$ cat src/rtl/ram_lsu_pkg.sv
// ram_lsu_pkg: size encodings, FSM states and lane helpers for the RAM load/store unit
package ram_lsu_pkg;
   localparam logic [1:0] SZ_B = 2'd0, SZ_H = 2'd1, SZ_W = 2'd2, SZ_X = 2'd3;
   typedef enum logic [1:0] {ST_IDLE, ST_ACCESS, ST_RESP} state_t;
   function automatic logic [31:0] lane_merge(input logic [31:0] old_w, input logic [31:0] new_d,
                                              input logic [1:0] lane, input logic [1:0] size);
      logic [31:0] mask;
      mask = size == SZ_B ? 32'h0000_00FF : size == SZ_H ? 32'h0000_FFFF : 32'hFFFF_FFFF;
      mask = mask << {lane, 3'b000};
      return (old_w & ~mask) | ((new_d << {lane, 3'b000}) & mask);
   endfunction
   function automatic logic [31:0] lane_ext(input logic [31:0] word, input logic [1:0] lane,
                                            input logic [1:0] size, input logic uns);
      logic [31:0] s;
      s = word >> {lane, 3'b000};
      return size == SZ_B ? {{24{~uns & s[7]}}, s[7:0]} :
             size == SZ_H ? {{16{~uns & s[15]}}, s[15:0]} : s;
   endfunction
endpackage

$ cat src/rtl/ram_lsu_if.sv
// ram_lsu_if: request/response handshake and data-RAM port bundle of the load/store unit
interface ram_lsu_if #(parameter int ADDR_WIDTH = 8);
   logic                  req_valid, req_ready, req_wen, req_unsigned;
   logic [1:0]            req_size;
   logic [31:0]           req_addr, req_wdata;
   logic                  resp_valid, resp_ready, resp_err;
   logic [31:0]           resp_rdata;
   logic                  ram_we;
   logic [ADDR_WIDTH-1:0] ram_waddr, ram_raddr;
   logic [31:0]           ram_wdata, ram_rdata;
   modport slave (input req_valid, req_wen, req_size, req_unsigned, req_addr, req_wdata,
                  resp_ready, ram_rdata,
                  output req_ready, resp_valid, resp_rdata, resp_err,
                  ram_we, ram_waddr, ram_wdata, ram_raddr);
   modport master (output req_valid, req_wen, req_size, req_unsigned, req_addr, req_wdata,
                   resp_ready, ram_rdata,
                   input req_ready, resp_valid, resp_rdata, resp_err,
                   ram_we, ram_waddr, ram_wdata, ram_raddr);
endinterface

$ cat src/rtl/lsu_load_ext.sv
// lsu_load_ext: extracts the addressed byte/half lane of a word and sign/zero-extends it
module lsu_load_ext import ram_lsu_pkg::*; (
   input  logic [31:0] i_word,
   input  logic [1:0]  i_lane,
   input  logic [1:0]  i_size,
   input  logic        i_uns,
   output logic [31:0] o_data
);
   assign o_data = lane_ext(i_word, i_lane, i_size, i_uns);
endmodule

$ cat src/rtl/ram_lsu.sv
// ram_lsu: load/store front-end of the data RAM with single-cycle sub-word read-modify-write
module ram_lsu import ram_lsu_pkg::*; #(
   parameter int          ADDR_WIDTH = 8,
   parameter logic [31:0] BASE_ADDR  = 32'h8000_0000
) (
   input logic       clk,
   input logic       rst,
   ram_lsu_if.slave  bus
);
   state_t                r_state;
   logic                  r_wen, r_uns, r_err;
   logic [1:0]            r_size, r_lane;
   logic [ADDR_WIDTH-1:0] r_idx;
   logic [31:0]           r_wdata, r_rdata;
   logic [31:0]           w_off, w_ext;
   logic                  w_err;
   // BASE_ADDR is word aligned, so offset alignment bits equal address alignment bits
   assign w_off = bus.req_addr - BASE_ADDR;
   assign w_err = bus.req_size == SZ_X || (bus.req_size == SZ_H && w_off[0]) ||
                  (bus.req_size == SZ_W && w_off[1:0] != 2'b00) ||
                  bus.req_addr < BASE_ADDR || w_off[31:ADDR_WIDTH+2] != '0;
   lsu_load_ext u_ext (.i_word(bus.ram_rdata), .i_lane(r_lane), .i_size(r_size), .i_uns(r_uns), .o_data(w_ext));
   assign bus.req_ready  = r_state == ST_IDLE;
   assign bus.resp_valid = r_state == ST_RESP;
   assign bus.resp_rdata = r_rdata;
   assign bus.resp_err   = r_err;
   assign bus.ram_we     = r_state == ST_ACCESS && r_wen && !r_err && !rst;
   assign bus.ram_waddr  = r_idx;
   assign bus.ram_raddr  = r_idx;
   assign bus.ram_wdata  = lane_merge(bus.ram_rdata, r_wdata, r_lane, r_size);
   // request capture, load-data registration and IDLE -> ACCESS -> RESP sequencing
   always_ff @(posedge clk) begin
      if (rst) begin
         r_state <= ST_IDLE;
         r_rdata <= '0;
         r_err   <= 1'b0;
      end else begin
         case (r_state)
            ST_IDLE: if (bus.req_valid) begin
               r_state <= ST_ACCESS;
               r_wen   <= bus.req_wen;
               r_size  <= bus.req_size;
               r_uns   <= bus.req_unsigned;
               r_lane  <= w_off[1:0];
               r_idx   <= w_off[ADDR_WIDTH+1:2];
               r_wdata <= bus.req_wdata;
               r_err   <= w_err;
            end
            ST_ACCESS: begin
               r_rdata <= (r_wen || r_err) ? '0 : w_ext;
               r_state <= ST_RESP;
            end
            ST_RESP: if (bus.resp_ready) r_state <= ST_IDLE;
            default: r_state <= ST_IDLE;
         endcase
      end
   end
endmodule

$ cat src/flat_wrapper.sv
// flat-port wrapper written by rule: the top's interface ports become plain ports
module ram_lsu_flat import ram_lsu_pkg::*;
#(
   parameter int          ADDR_WIDTH = 8,
   parameter logic [31:0] BASE_ADDR  = 32'h8000_0000
)
  (clk, rst, bus_req_valid, bus_req_wen, bus_req_size, bus_req_unsigned, bus_req_addr, bus_req_wdata, bus_resp_ready, bus_ram_rdata, bus_req_ready, bus_resp_valid, bus_resp_rdata, bus_resp_err, bus_ram_we, bus_ram_waddr, bus_ram_wdata, bus_ram_raddr);
  ram_lsu_if #(.ADDR_WIDTH(ADDR_WIDTH)) bus_i ();
  input logic clk;
  input logic rst;
  input wire logic [$bits(bus_i.req_valid)-1:0] bus_req_valid;
  input wire logic [$bits(bus_i.req_wen)-1:0] bus_req_wen;
  input wire logic [$bits(bus_i.req_size)-1:0] bus_req_size;
  input wire logic [$bits(bus_i.req_unsigned)-1:0] bus_req_unsigned;
  input wire logic [$bits(bus_i.req_addr)-1:0] bus_req_addr;
  input wire logic [$bits(bus_i.req_wdata)-1:0] bus_req_wdata;
  input wire logic [$bits(bus_i.resp_ready)-1:0] bus_resp_ready;
  input wire logic [$bits(bus_i.ram_rdata)-1:0] bus_ram_rdata;
  output wire logic [$bits(bus_i.req_ready)-1:0] bus_req_ready;
  output wire logic [$bits(bus_i.resp_valid)-1:0] bus_resp_valid;
  output wire logic [$bits(bus_i.resp_rdata)-1:0] bus_resp_rdata;
  output wire logic [$bits(bus_i.resp_err)-1:0] bus_resp_err;
  output wire logic [$bits(bus_i.ram_we)-1:0] bus_ram_we;
  output wire logic [$bits(bus_i.ram_waddr)-1:0] bus_ram_waddr;
  output wire logic [$bits(bus_i.ram_wdata)-1:0] bus_ram_wdata;
  output wire logic [$bits(bus_i.ram_raddr)-1:0] bus_ram_raddr;
  assign bus_i.req_valid = bus_req_valid;
  assign bus_i.req_wen = bus_req_wen;
  assign bus_i.req_size = bus_req_size;
  assign bus_i.req_unsigned = bus_req_unsigned;
  assign bus_i.req_addr = bus_req_addr;
  assign bus_i.req_wdata = bus_req_wdata;
  assign bus_i.resp_ready = bus_resp_ready;
  assign bus_i.ram_rdata = bus_ram_rdata;
  assign bus_req_ready = bus_i.req_ready;
  assign bus_resp_valid = bus_i.resp_valid;
  assign bus_resp_rdata = bus_i.resp_rdata;
  assign bus_resp_err = bus_i.resp_err;
  assign bus_ram_we = bus_i.ram_we;
  assign bus_ram_waddr = bus_i.ram_waddr;
  assign bus_ram_wdata = bus_i.ram_wdata;
  assign bus_ram_raddr = bus_i.ram_raddr;
  ram_lsu #(.ADDR_WIDTH(ADDR_WIDTH), .BASE_ADDR(BASE_ADDR)) u_core (.clk(clk), .rst(rst), .bus(bus_i));
endmodule
$ cat config.mk
export PLATFORM = sky130hd
export DESIGN_NAME = ram_lsu_flat
export DESIGN_NICKNAME = d
export VERILOG_FILES = /design/src/rtl/ram_lsu_pkg.sv /design/src/rtl/ram_lsu_if.sv /design/src/rtl/lsu_load_ext.sv /design/src/rtl/ram_lsu.sv /design/src/flat_wrapper.sv
export SDC_FILE = /design/constraint.sdc
export NUM_CORES = 1
export LEC_CHECK = 0
export BUFFER_PORTS_ARGS = -buffer_cell sky130_fd_sc_hd__buf_2
export CORE_ASPECT_RATIO = 0.7
export CORE_UTILIZATION = 45
export CTS_BUF_LIST = sky130_fd_sc_hd__clkbuf_4
export DETAILED_ROUTE_END_ITERATION = 8
export PLACE_DENSITY_LB_ADDON = 0.05
export SYNTH_ARGS = -nofsm -noshare
export SYNTH_HDL_FRONTEND = slang
export SYNTH_SLANG_ARGS = --single-unit
$ cat constraint.sdc
create_clock -name clk -period 3.8 [get_ports clk]
set_input_delay 0.76 -clock clk [delete_from_list [all_inputs] [get_ports clk]]
set_output_delay 0.76 -clock clk [all_outputs]
set_load 0.005 [all_outputs]
==> results.tsv <==
metric	value	unit
Total Power	2.007	mW
vias in the first global route	3331	
ANT nets after route	0	
1st-pass router iterations	4	
IO Port Bufs	187	
Worst Path Arrival	2.34	ns
vias per cell	5.711	
initial core utilization	46.63	%
Tcrit/Tclk final	81.62	%
skew final	0.01041	ns
top area cells in the synthesized netlist	edfxtp_1 33%, dfxtp_1 16%, mux2_2 13%	
Post-Synthesis Cells	320	
I/O Pins	188	
Max Freq	322.4	MHz
Synth async-reset ratio	0	%
Setup crit start	u_core.r_lane[0]$_DFFE_PP_	
H-tree levels	3	
# DRC	0	
Hold Path Cell Cnt	1	
RR Endpoint	u_core.bus.resp_rdata[24]$_SDFFE_PP0N_	
first-pass GRT wire length	18.02	mm
worst path required time	3.04	ns
Worst setup EP type	output pin	
clk_lat worst skew	0.44	ns
critical path type	flop to output pin	
Detail Placement HPWL	8.687	mm
die width	118.1	µm
post-synthesis cell type count	42	
Final TNS setup	0	ns
Tmin final	3.102	ns
Worst-Margin Slew	0.8000	ns
FF-to-FF Start	u_core.r_lane[0]$_DFFE_PP_	
PwrDens	369.4	mW/mm²
top cells by count, synth	48 x mux2_2, 46 x edfxtp_1, 35 x dfxtp_1	
core area	0.009107	mm²
Reg2Reg Depth	4	
GRT Util Overall	24.03	%
row cnt	29	
Layout Nets	595	
post-synth net total	424	
Top FF cell, synth	edfxtp_1	
routability congestion estimate	0.8345	
Ys Warns	0	
cts bufs inserted	9	
area delta synth->final	27.90	%
Initial DRC Count	284	
Final Max Tran Viols	0	
largest net degree at the start of global routing	45	
grt ovf	0	
# setup viols final	0	
wire per inst	18.99	µm
post-synth top area cell	edfxtp_1	
synthesized area	0.004247	mm²
Post-Route WL	11.78	mm
Seq/Total Area, Yosys	49.03	%
Critical Path End	bus_ram_wdata[27]	
Die Y	83.28	µm
Leak	2.252	nW
status	complete, no violations	
syn_area_per_cell	13.27	µm²
max-cap viol count	0	
antenna cells	0	
CP cell instances	buf_12, o21a_1, nor2_2, mux2_2, buf_2	
top cell type's share of synthesized area	32.53	%
clk sink count	81	
Post-synth EDFFs	46	
VDD IR max	0.2154	mV
die area	0.009836	mm²
routed vias	3541	
Max stage delay on crit path	0.47	ns
RSZ-0062 raised after global routing	no	
flop2flop setup slack	1.64	ns
Worst setup SP type	flop	
most common cell in the netlist	mux2_2	
CP Max Fanout	44	
cts hold-fix bufs	0	
Yosys reg bits	81	
Max-slew headroom	46.56	%
setup repair bufs after CTS	0	
proportion of layout cells with a drive suffix above 1	57.26	%
clock root cell	clkbuf_4	
Fin. Hold Viols	0	
fillcell total	802	
Longest Clk Path Bufs	2	
Min-Delay Path Class	input pin to flop	
initial antenna violation count	0	
CTS tree	built	
clock slew at reported path FFs	0.13	ns
Slowest cell on crit path	nor2_2	
Post-CTS Resized	0	
## power breakdown
part           switching, mW  internal, mW  total (mW)
logic                  0.155         0.161       0.316
clock network          0.308         0.399       0.707
registers             0.0219         0.962       0.984
## metrics by stage
| step | setup WS [ns] | cells | util [%] | area (µm²) | hold slack (ns) |
|---|---|---|---|---|---|
| 6_report | 0.6984 | 620 | 59.64 | 5431 | 0.4838 |
| 3_5_place_dp | 1.143 | 604 | 57.34 | 5223 | 0.4580 |
| 3_3_place_gp | 1.154 | 604 | 57.34 | 5223 | 0.4515 |
| 2_1_floorplan | 1.197 | 320 | - | 4247 | 0.4657 |
| 5_1_grt | 0.5429 | 620 | 59.64 | 5431 | 0.4276 |
| 4_1_cts | 0.6299 | 620 | 59.64 | 5431 | 0.4529 |
## kinds of logic after synthesis
group           after synthesis  synth area share (%)
compound gates               75                 14.35
buf+inv                      37                 4.832
flops                        81                 49.03
mux                          80                 24.99
simple gates                 47                 6.806
## state kept, by name, summed over array words and instances, names as in the netlist
name / flops
u_core.bus.resp_rdata: 32
u_core.r_wdata: 32
u_core.bus.ram_raddr: 8
u_core.r_lane: 2
u_core.r_size: 2
u_core.r_state: 2
u_core.bus.resp_err: 1
u_core.r_uns: 1
u_core.r_wen: 1
## layout make-up
cell class              count  area, µm²  area share (%)
inverters                   2      7.507          0.1382
multi-input cells         202       1969           36.26
well taps                 124      155.1           2.856
clock buffers               9      67.56           1.244
flip-flops and latches     81       2082           38.33
repair buffers            195       1008           18.57
clock inverters             7      141.4           2.603
## worst max-delay path: cells and delay by family, from the launching register on
family	cells	cell delay, ns
flip-flops	1	0.46
buffers and inverters	2	0.35
AND/OR/NAND/NOR	1	0.47
multiplexers	1	0.42
AO/OA/AOI/OAI	1	0.21
## worst min path at each step
stage                                              to                                    from  slack, ns
5_1_grt             u_core.bus.ram_raddr[0]$_DFFE_PP_                         bus_req_addr[2]       0.43
4_1_cts                  u_core.r_wdata[16]$_DFFE_PP_                       bus_req_wdata[16]       0.45
3_5_place_dp    u_core.bus.resp_rdata[8]$_SDFFE_PP0N_   u_core.bus.resp_rdata[8]$_SDFFE_PP0N_       0.46
2_1_floorplan  u_core.bus.resp_rdata[10]$_SDFFE_PP0N_  u_core.bus.resp_rdata[10]$_SDFFE_PP0N_       0.47
3_3_place_gp   u_core.bus.resp_rdata[15]$_SDFFE_PP0N_  u_core.bus.resp_rdata[15]$_SDFFE_PP0N_       0.45
6_report                 u_core.r_wdata[16]$_DFFE_PP_                       bus_req_wdata[16]       0.48
## per-layer routing
metal	track usage, %	vias up	routed length, µm
met3	7.143	13	941
met5	0	-	0
met2	36.26	175	5273
met4	6.527	0	130
li1	-	1646	-
met1	33.57	1707	5430
## placed cells by master, fill, tap and decap left out, drive strengths merged, types with 8 or more instances in the layout
cell and n:
mux2i 16, nand3b 8, buf 195, mux2 48, clkbuf 9, o22ai 16
a22oi 8, mux4 16, dfxtp 35, a32oi 16, a32o 8, o2bb2ai 8
edfxtp 46, o211ai 8, nor2 16
No activity file was read; power rests on OpenSTA's default activity.
